`config.mk`:
```
export PLATFORM = sky130hd
export DESIGN_NAME = regfile_snapshot
export DESIGN_NICKNAME = d
export VERILOG_FILES = /design/src/rtl/regfile_snapshot.sv
export SDC_FILE = /design/constraint.sdc
export NUM_CORES = 1
export LEC_CHECK = 0
export ABC_AREA = 1
export BUFFER_PORTS_ARGS = -buffer_cell sky130_fd_sc_hd__buf_2
export CELL_PAD_IN_SITES_DETAIL_PLACEMENT = 1
export CELL_PAD_IN_SITES_GLOBAL_PLACEMENT = 1
export CORE_ASPECT_RATIO = 1.2
export CORE_MARGIN = 1
export CORE_UTILIZATION = 34
export DETAILED_ROUTE_END_ITERATION = 6
export GPL_TIMING_DRIVEN = 0
export PLACE_DENSITY_LB_ADDON = 0.12
export SLEW_MARGIN = 15
export SYNTH_ARGS = -nofsm -noshare
export SYNTH_HDL_FRONTEND = slang
export SYNTH_SLANG_ARGS = --single-unit
export TNS_END_PERCENT = 5
```
`constraint.sdc`:
```
create_clock -name clk -period 2.4 [get_ports clk]
set_clock_uncertainty 0.1 [all_clocks]
set_input_delay 0.48 -clock clk [delete_from_list [all_inputs] [get_ports clk]]
set_output_delay 0.48 -clock clk [all_outputs]
set_load 0.02 [all_outputs]
```
`src/rtl/regfile_snapshot.sv`:
```
// regfile_snapshot: walks x0..x(NREGS-1) through one regfile read port and streams each value
// over valid/ready to the difftest checker, holding writeback for the whole snapshot.
module regfile_snapshot #(
    parameter int unsigned REG_W = 64,
    parameter int unsigned NREGS = 32,
    localparam int unsigned IDX_W = $clog2(NREGS)
) (
    input  logic             clk,
    input  logic             rst,
    input  logic             snap_req,
    output logic             snap_busy,
    output logic             snap_hold,
    output logic             rd_en,
    output logic [IDX_W-1:0] rd_addr,
    input  logic [REG_W-1:0] rd_data,
    output logic             out_valid,
    input  logic             out_ready,
    output logic [IDX_W-1:0] out_idx,
    output logic [REG_W-1:0] out_data,
    output logic             out_last,
    output logic             snap_done
);

    localparam logic [IDX_W-1:0] LAST_IDX = IDX_W'(NREGS - 1);

    typedef enum logic [1:0] {StIdle, StRead, StSend, StDone} state_e;

    state_e             state_q;
    logic [IDX_W-1:0]   idx_q;
    logic               busy_q;
    logic               rd_en_q;
    logic [IDX_W-1:0]   rd_addr_q;
    logic               valid_q;
    logic               last_q;
    logic               done_q;
    logic [IDX_W-1:0]   out_idx_q;
    logic [REG_W-1:0]   data_q;

    // Every output flop is loaded with the value it must show in the state being entered,
    // so nothing downstream sees a combinational path from out_ready or snap_req.
    always_ff @(posedge clk or negedge rst) begin
        if (!rst) begin
            state_q   <= StIdle;
            idx_q     <= '0;
            busy_q    <= 1'b0;
            rd_en_q   <= 1'b0;
            rd_addr_q <= '0;
            valid_q   <= 1'b0;
            last_q    <= 1'b0;
            done_q    <= 1'b0;
            out_idx_q <= '0;
            data_q    <= '0;
        end else begin
            case (state_q)
                StIdle: begin
                    if (snap_req) begin
                        state_q   <= StRead;
                        idx_q     <= '0;
                        busy_q    <= 1'b1;
                        rd_en_q   <= 1'b1;
                        rd_addr_q <= '0;
                    end
                end
                StRead: begin
                    data_q    <= rd_data;
                    out_idx_q <= idx_q;
                    last_q    <= (idx_q == LAST_IDX);
                    valid_q   <= 1'b1;
                    rd_en_q   <= 1'b0;
                    rd_addr_q <= '0;
                    state_q   <= StSend;
                end
                StSend: begin
                    if (out_ready) begin
                        valid_q <= 1'b0;
                        last_q  <= 1'b0;
                        if (idx_q == LAST_IDX) begin
                            state_q <= StDone;
                            done_q  <= 1'b1;
                        end else begin
                            idx_q     <= idx_q + 1'b1;
                            rd_en_q   <= 1'b1;
                            rd_addr_q <= idx_q + 1'b1;
                            state_q   <= StRead;
                        end
                    end
                end
                StDone: begin
                    done_q  <= 1'b0;
                    busy_q  <= 1'b0;
                    state_q <= StIdle;
                end
                default: begin
                    state_q   <= StIdle;
                    busy_q    <= 1'b0;
                    rd_en_q   <= 1'b0;
                    rd_addr_q <= '0;
                    valid_q   <= 1'b0;
                    last_q    <= 1'b0;
                    done_q    <= 1'b0;
                end
            endcase
        end
    end

    assign snap_busy = busy_q;
    assign snap_hold = busy_q;
    assign rd_en     = rd_en_q;
    assign rd_addr   = rd_addr_q;
    assign out_valid = valid_q;
    assign out_idx   = out_idx_q;
    assign out_data  = data_q;
    assign out_last  = last_q;
    assign snap_done = done_q;

endmodule

```
Word-level counts from Yosys, hierarchy flattened
Index checks and enable logic that the tools add are counted.
Word-level totals
  word-level logic and storage cells: 51
  bits in registers: 86
Operators by class
  eq/ne operators: 8
  reduce and logical (&&, ||, !) cells: 12
  $add $sub $neg: 1
  multiplexer cells: 20
Operator list (count)
  5-bit 2-to-1 mux: 3
  5-bit case mux with 3 select lines: 1
  5-bit case mux with 2 select lines: 1
  2-bit != test (second input constant): 4
  1-bit case mux with 2 select lines: 4
  2-bit case mux with 4 select lines: 1
  4-bit AND reduction: 2
  2-bit nonzero test: 4
  1-bit 2-to-1 mux: 6
  2-bit 2-to-1 mux: 3
  2-bit AND reduction: 3
  5-bit by 1-bit adder with 5-bit output (second input constant): 1
  5-bit == test (second input constant): 1
  2-bit == test (second input constant): 2
  1-bit case mux with 3 select lines: 1
  3-bit AND reduction: 1
  3-bit nonzero test: 1
  2-bit by 1-bit == test with 1-bit output (second input constant): 1
  2-bit zero test: 1

Longest topological paths before layout
Gate-level depths: netlist (run 1).
  depth after elaboration: 4
  depth in mapped cells: 9
  depth with buffers taken out: 9

Worst setup path after synthesis (run 1)
OpenSTA, ideal clock, no wires.
  kind: register to register
  from: reg idx_q[0]
  to: reg idx_q[0]
  period minus slack after synthesis: 1.670 ns
  setup time: 0.065 ns
  path slack: 0.730 ns
  path buffers: 0
  data arrival time: 1.505 ns
  cell stages (with the launch flop): 10
  path through: dfrtp_1 -> ha_1 -> nand2_1 -> nor2_1 -> ha_1 -> o21ai_0 -> nand3_2 -> inv_2 -> nand2_1 -> nand2_1
Between the ends
  cells in the longest elaborated chain, start to end: 4
RTL lines
  start: declaration: line 29  | logic [IDX_W-1:0] idx_q;
  start signal: assignment: line 81  | idx_q <= idx_q + 1'b1;
  5-bit by 1-bit adder with 5-bit output: line 81
  5-bit 2-to-1 mux: line 77  | if (idx_q == LAST_IDX) begin
  5-bit 2-to-1 mux: line 74  | if (out_ready) begin
  5-bit case mux with 2 select lines: line 54  | case (state_q)
Parallel ways exist; a longest one is shown, timed or not. The select of a mux whose other input is x is not followed.
A chain may end at the register's enable or synchronous reset.

Worst setup path after layout (run 1)
  from: reg idx_q[0]
  to: reg idx_q[4]
The elaborated chain is that of the path after synthesis.

==> results by group, run 1 <==
Clock tree
  – CTS resizes: 0
  – CTS Sinks: 86
  – Clk pin slew, worst setup/hold paths: 0.06 ns
  – Post-CTS setup buffer count: 0
  – Root buffer cell: clkbuf_16
  – TritonCTS clock tree: done
  – CTS Hold Bufs: 1
  – Worst skew pair latency: 0.34 ns
  – Num CTS Buffers: 9
  – Max Buffers Root-to-Sink: 2
  – H-tree Lvls: 3

Floorplanning
  – Initial Utilization: 35.2%
  – Die area: ~0.010 sq mm
  – CORE AREA: 0.00961 sq mm
  – Io pins: 148
  – Die Y: 111 um
  – Die width: 93.0 um
  – Standard-cell row count: 39

Global route
  – Initial antenna violation count: 0
  – Grt met1 use: about a quarter
  – Number of global-route vias before repair: 3100
  – First-pass GRT wire length: ~16 mm
  – Largest net degree at the start of global routing: 55
  – Met3 usage in global routing: 4.25%
  – Met2 Usage GRT: roughly 32%
  – Overall routing resource usage: around 20%
  – GRT busiest layer: met2
  – Gr ovfl total: 0

STA
  – Final max-slew violation count: 0
  – Final setup viols: 0
  – Tmin final: 1.95 ns
  – Setup WS post-layout: between 0.4 and 0.5 ns
  – FMAX: 514 MHz
  – Fin. Hold Viols: 0
  – Relative slew slack: 69.8%
  – Final period util: 81.1%
  – Worst slew pin tran: 0.454 ns
  – RSZ-0062 raised after global routing: false

Outcome
  – Status: finished clean

Power
  – Maximum vdd ir drop: 0.487 mV
  – Sw power: 2.93 mW
  – Switching Share: 42.3%
  – Clk pwr share: 21.4%
  – Part of the power in combinational logic: 43.9%
  – Power Density: 1500 mW/mm^2
  – Leakage: between 2 and 3 nW
  – Flop pwr share: 34.7%
  – Internal power component: 4.00 mW

Routing
  – DRT antenna net count: 0
  – WL/cell: 13.9 um
  – Total iterations of the first detailed-routing run: 4
  – Vias after detailed routing: 3001
  – Residual DRC: 0
  – Via density: around 4.5
  – Total Wirelength: 9.32 mm
  – 1st-iter DRT viols: 152

Worst setup path
  – CP required: 2.58 ns
  – Worst EP arrival: 2.12 ns
  – Worst setup EP type: register
  – CP max FO: 9
  – Reg-to-reg slack, setup: around 0.45 ns
  – Type of origin of the critical path: register
  – CP Class: reg -> reg

Cells and area
  – Final Non-Filler Cells: 671
  – Layout Cell Area excl Fill: 0.00463 sq mm
  – Fill count: between 1000 and 1500
  – Area delta synth->final: 37.0%
  – Util after Layout: 48.2%
  – Number of inserted diodes: 0
  – Layout cells sized above 1: 33.9%
  – Final Net Count: just over 600

Yosys
  – Synthesized instance count: 383
  – Total nets after synthesis: 453
  – Ys flop type: dfrtp_1
  – Unique cell type count in the Yosys netlist: 17
  – Synth Cell Area: 0.00338 sq mm
  – Sequential share of the synthesized area: 63.7%
  – Synth Warn #: 0
  – Post-synth EDFFs: 0
  – Synth Register Bits: 86
  – Asr flop ratio synth: 100%
  – Mapped Avg Cell Area: about 8.8 sq um

Min path
  – Worst Hold Class: in -> reg

Placement
  – Placed insts: 654
  – Post-Place Cell Area: 0.00430 sq mm
  – Detail Placement HPWL: a little under 7 mm
  – # port buffers: 147
  – Dpl ws: between 0.4 and 0.5 ns
  – GP Congestion: a little under 0.8

Run
  – Max_cap viols: 0
logic make-up after synthesis:
logic type | after synthesis | synth area share [%]
flip-flops | 86 | 63.7
buffers and inverters | 30 | 5.00
adder cells (fa/ha/maj) | 2 | 0.740
AO/OA/AOI/OAI | 11 | 1.81
AND/OR/NAND/NOR | 254 | 28.8
worst paths after layout:
| path | start | endpoint | depth (start not counted) |
|---|---|---|---|
| worst min register to register | out_data[23] | out_data[23] | 2 |
| min in group asynchronous | rst | out_data[10] | 2 |
| worst max register to register | idx_q[0] | idx_q[4] | 9 |
| max in group asynchronous | rst | out_data[37] | 3 |
| worst min-delay path | rd_data[46] | out_data[46] | 3 |
| worst max-delay path | idx_q[0] | idx_q[4] | 9 |
worst max-delay path, cell delays in order (launching register included):
cell     delay (ns)
dfrtp_1        0.45
ha_1           0.24
nand2_1        0.09
nor2_1         0.05
ha_1           0.24
o21ai_0        0.22
nand3_2        0.21
inv_2          0.14
nand2_1        0.08
nand2_1        0.06
metal layers:
layer | up-vias | share of wire [%]
met2 | 76 | 49
met4 | 0 | 1.8
met3 | 12 | 4.5
met1 | 1434 | 44
met5 | - | 0
li1 | 1479 | -
power groups by stage:
stage / Clock [mW] / Sequential, mW / Combinational (mW)
final: 1.48 / 2.40 / 3.04
after global routing: 1.57 / 2.49 / 3.39
after CTS: 1.52 / 2.41 / 3.11
after detailed placement: 0 / 2.43 / 3.09
after global placement: 0 / 2.40 / 3.01
after floorplan: 0 / 3.13 / 1.26
through the flow:
step           hold WS [ns]  power [mW]  TNS, ns
4_1_cts               0.220        7.04        0
3_5_place_dp          0.360        5.52        0
2_1_floorplan        0.0844        4.39        0
6_report              0.233        6.92        0
3_3_place_gp          0.351        5.41    -5.10
5_1_grt               0.234        7.46        0
cells in the mapped netlist, types with 3 or more instances:
| master | count | area [sq um] |
|---|---|---|
| buf_2 | 6 | 30.0 |
| buf_4 | 9 | 67.6 |
| dfrtp_1 | 86 | 2150 |
| inv_1 | 10 | 37.5 |
| inv_2 | 3 | 11.3 |
| nand2_1 | 238 | 893 |
| nand3_1 | 4 | 20.0 |
| nor2_1 | 9 | 33.8 |
| o21ai_0 | 5 | 25.0 |
| o21ai_1 | 3 | 15.0 |
registers in the layout (all words and copies together) (netlist names), 2 cells and up:
register,flops
out_data,64
idx_q,5
rd_addr,5
out_idx,5
state_q,2
cell type report:
type | instances | area [sq um] | area share [%]
Multi-Input combinational cell | 267 | 1060 | 22.9
Inverter | 13 | 48.8 | 1.05
Buffer | 17 | 120 | 2.59
Clock buffer | 13 | 280 | 6.05
Tap cell | 123 | 154 | 3.32
Sequential cell | 86 | 2150 | 46.5
Clock inverter | 3 | 40.0 | 0.865
Timing Repair Buffer | 149 | 776 | 16.8
placed cells by master (no fill, tap or decap), drive strengths merged:
master,netlist,routed
nand2,238,238
buf,17,165
dfrtp,86,86
inv,13,13
clkbuf,0,13
nor2,9,9
o21ai,8,8
nand3,6,6
ha,2,2
clkinv,0,2
nand4,1,1
a21oi,1,1
a22o,1,1
a21boi,1,1
bufinv,0,1
dlygate4sd3,0,1
Power figures use the tool's default switching activity.
==> run 2, diff against run 1 <==
clock period = 2 ns   (was 2.4 ns; I/O delays follow)
==> run 2 against run 1 <==
  * First-iteration DRC count is 8.6% lower
  * Worst setup slack worse by 0.27 ns
  * Die area did not move
  * Maximum frequency rose by 7.1%
  * Count of clock-buffer cells in the layout unchanged
  * Combinational power rose by 21%
  * Final area grew 0.54%
==> results by group, run 2 (synthesis gave the netlist of run 1 again) <==
Outcome
  – Status: finished clean

Worst setup path
  – CP Class: reg -> reg
  – CP max FO: 6
  – CP required: 2.13 ns
  – Reg-to-reg critical path endpoint: idx_q[4]
  – Reg-to-reg slack, setup: between 0.15 and 0.2 ns
  – Worst EP arrival: 1.94 ns
  – Type of origin of the critical path: register
  – CP Launch Point: idx_q[0]
  – Reg2reg path depth: 8
  – R2r startpoint: idx_q[0]
  – Worst setup EP type: register

Run
  – Max_cap viols: 0

Clock tree
  – CTS Sinks: 86
  – TritonCTS clock tree: done
  – Num CTS Buffers: 9
  – H-tree Lvls: 3
  – Root buffer cell: clkbuf_16
  – Max Buffers Root-to-Sink: 2
  – Clk pin slew, worst setup/hold paths: 0.06 ns
  – Worst skew pair latency: 0.34 ns

Global route
  – Overall routing resource usage: 19.7%
  – GRT busiest layer: met2
  – First-pass GRT wire length: about 16 mm
  – Largest net degree at the start of global routing: 55
  – Gr ovfl total: 0
  – Number of global-route vias before repair: a little over 3000
  – Grt met1 use: ~25%
  – Initial antenna violation count: 0
  – Met2 Usage GRT: around 32%
  – Met3 usage in global routing: 4.25%

STA
  – Final setup viols: 0
  – Final period util: between 90% and 100%
  – Setup TNS: 0 ns
  – Worst hold slack: 0.153 ns
  – Final max-slew violation count: 0
  – Relative slew slack: between 60% and 70%
  – Tmin final: 1.82 ns
  – FMAX: 550 MHz
  – Worst slew pin tran: 0.454 ns
  – Fin. Hold Viols: 0
  – RSZ-0062 raised after global routing: false

Min path
  – Worst Hold Class: in -> reg
  – Hold endpoint: out_data[2]
  – Hold Path Origin: rd_data[2]
  – Hold Crit Depth: 3

Cells and area
  – Util after Layout: around half
  – Max reg flops: 64
  – Most common cell after layout, fill and taps aside: nand2_1
  – Layout cells sized above 1: 34.6%
  – Layout Cell Area excl Fill: 0.00466 sq mm
  – Number of inserted diodes: 0
  – Area delta synth->final: 37.7%
  – Final Net Count: 614
  – Most frequent cells in the layout: nand2_1, buf_2, dfrtp_1, buf_4, inv_1

Routing
  – Total iterations of the first detailed-routing run: 4
  – Residual DRC: 0
  – 1st-iter DRT viols: 139
  – DRT antenna net count: 0
  – Vias after detailed routing: 3001
  – Total Wirelength: 9.33 mm
  – WL/cell: around 14 um
  – Via density: 4.47

Floorplanning
  – CORE AREA: 0.00961 sq mm
  – Initial Utilization: 35.2%
  – Standard-cell row count: 39
  – Die width: between 90 and 100 um
  – Die area: around 0.010 sq mm
  – Io pins: 148
  – Die Y: 111 um

Placement
  – # port buffers: 147
  – Post-Place Cell Area: 0.00430 sq mm
  – GP Congestion: 0.775
  – Detail Placement HPWL: between 6 and 7 mm

Power
  – Power Density: approximately 1800 mW/mm^2
  – Maximum vdd ir drop: 0.613 mV
  – Leakage: roughly 2.8 nW
  – Total power: 8.36 mW
run 2: cell types whose count changed in the layout (fill, tap and decap cells not counted), sizes merged:
| cell | change |
|---|---|
| buf | +1 |
run 2: critical path, stage by stage (launching register included):
cell,delay (ns)
dfrtp_2,0.44
ha_1,0.22
nand2_1,0.09
nor2_1,0.05
ha_1,0.24
a21oi_1,0.22
nand3_2,0.18
nand2_1,0.10
nand2_1,0.05
run 2: how the worst max path moves through the flow:
| stage | to |
|---|---|
| detailed placement | idx_q[4] |
| global route | idx_q[4] |
| finish | idx_q[4] |
| CTS | rd_addr[4] |
| floorplan | idx_q[0] |
| global placement | out_data[41] |
run 2: through the flow:
stage | std cells | setup slack, ns
6_report | 672 | 0.183
5_1_grt | 672 | 0.00532
4_1_cts | 671 | 0.0164
3_5_place_dp | 654 | 0.0423
3_3_place_gp | 653 | -0.384
2_1_floorplan | 383 | 0.330
run 2: cell type report:
cell class,instances,area (sq um)
timing repair buffer,150,783
sequential,86,2150
inverter,13,48.8
tap,123,154
multi-input combinational,267,1080
buffer,17,120
clock inverter,3,40.0
clock buffer,13,280
fill,1210,4960
run 2: repair_timing:
| action | in CTS | in global routing |
|---|---|---|
| buffers inserted | 0 | 1 |
| gates resized for setup | 0 | 5 |
| endpoints found under the hold margin | 32 | 0 |
| hold buffers | 1 | 0 |
| setup endpoints to repair | 0 | 11 |
run 2: power breakdown:
| group | switching [mW] | total (mW) | internal [mW] | leakage (nW) |
|---|---|---|---|---|
| logic | 2.46 | 3.69 | 1.23 | 1.52 |
| registers | 0.396 | 2.89 | 2.49 | 1.08 |
| clock network | 0.676 | 1.78 | 1.10 | 0.162 |
| total | 3.53 | 8.36 | 4.82 | 2.76 |
run 2: layer usage:
| layer | vias up | wire length, um |
|---|---|---|
| met2 | 76 | 4620 |
| met3 | 12 | 420 |
| met5 | - | 0 |
| li1 | 1481 | - |
| met1 | 1432 | 4130 |
| met4 | 0 | 164 |
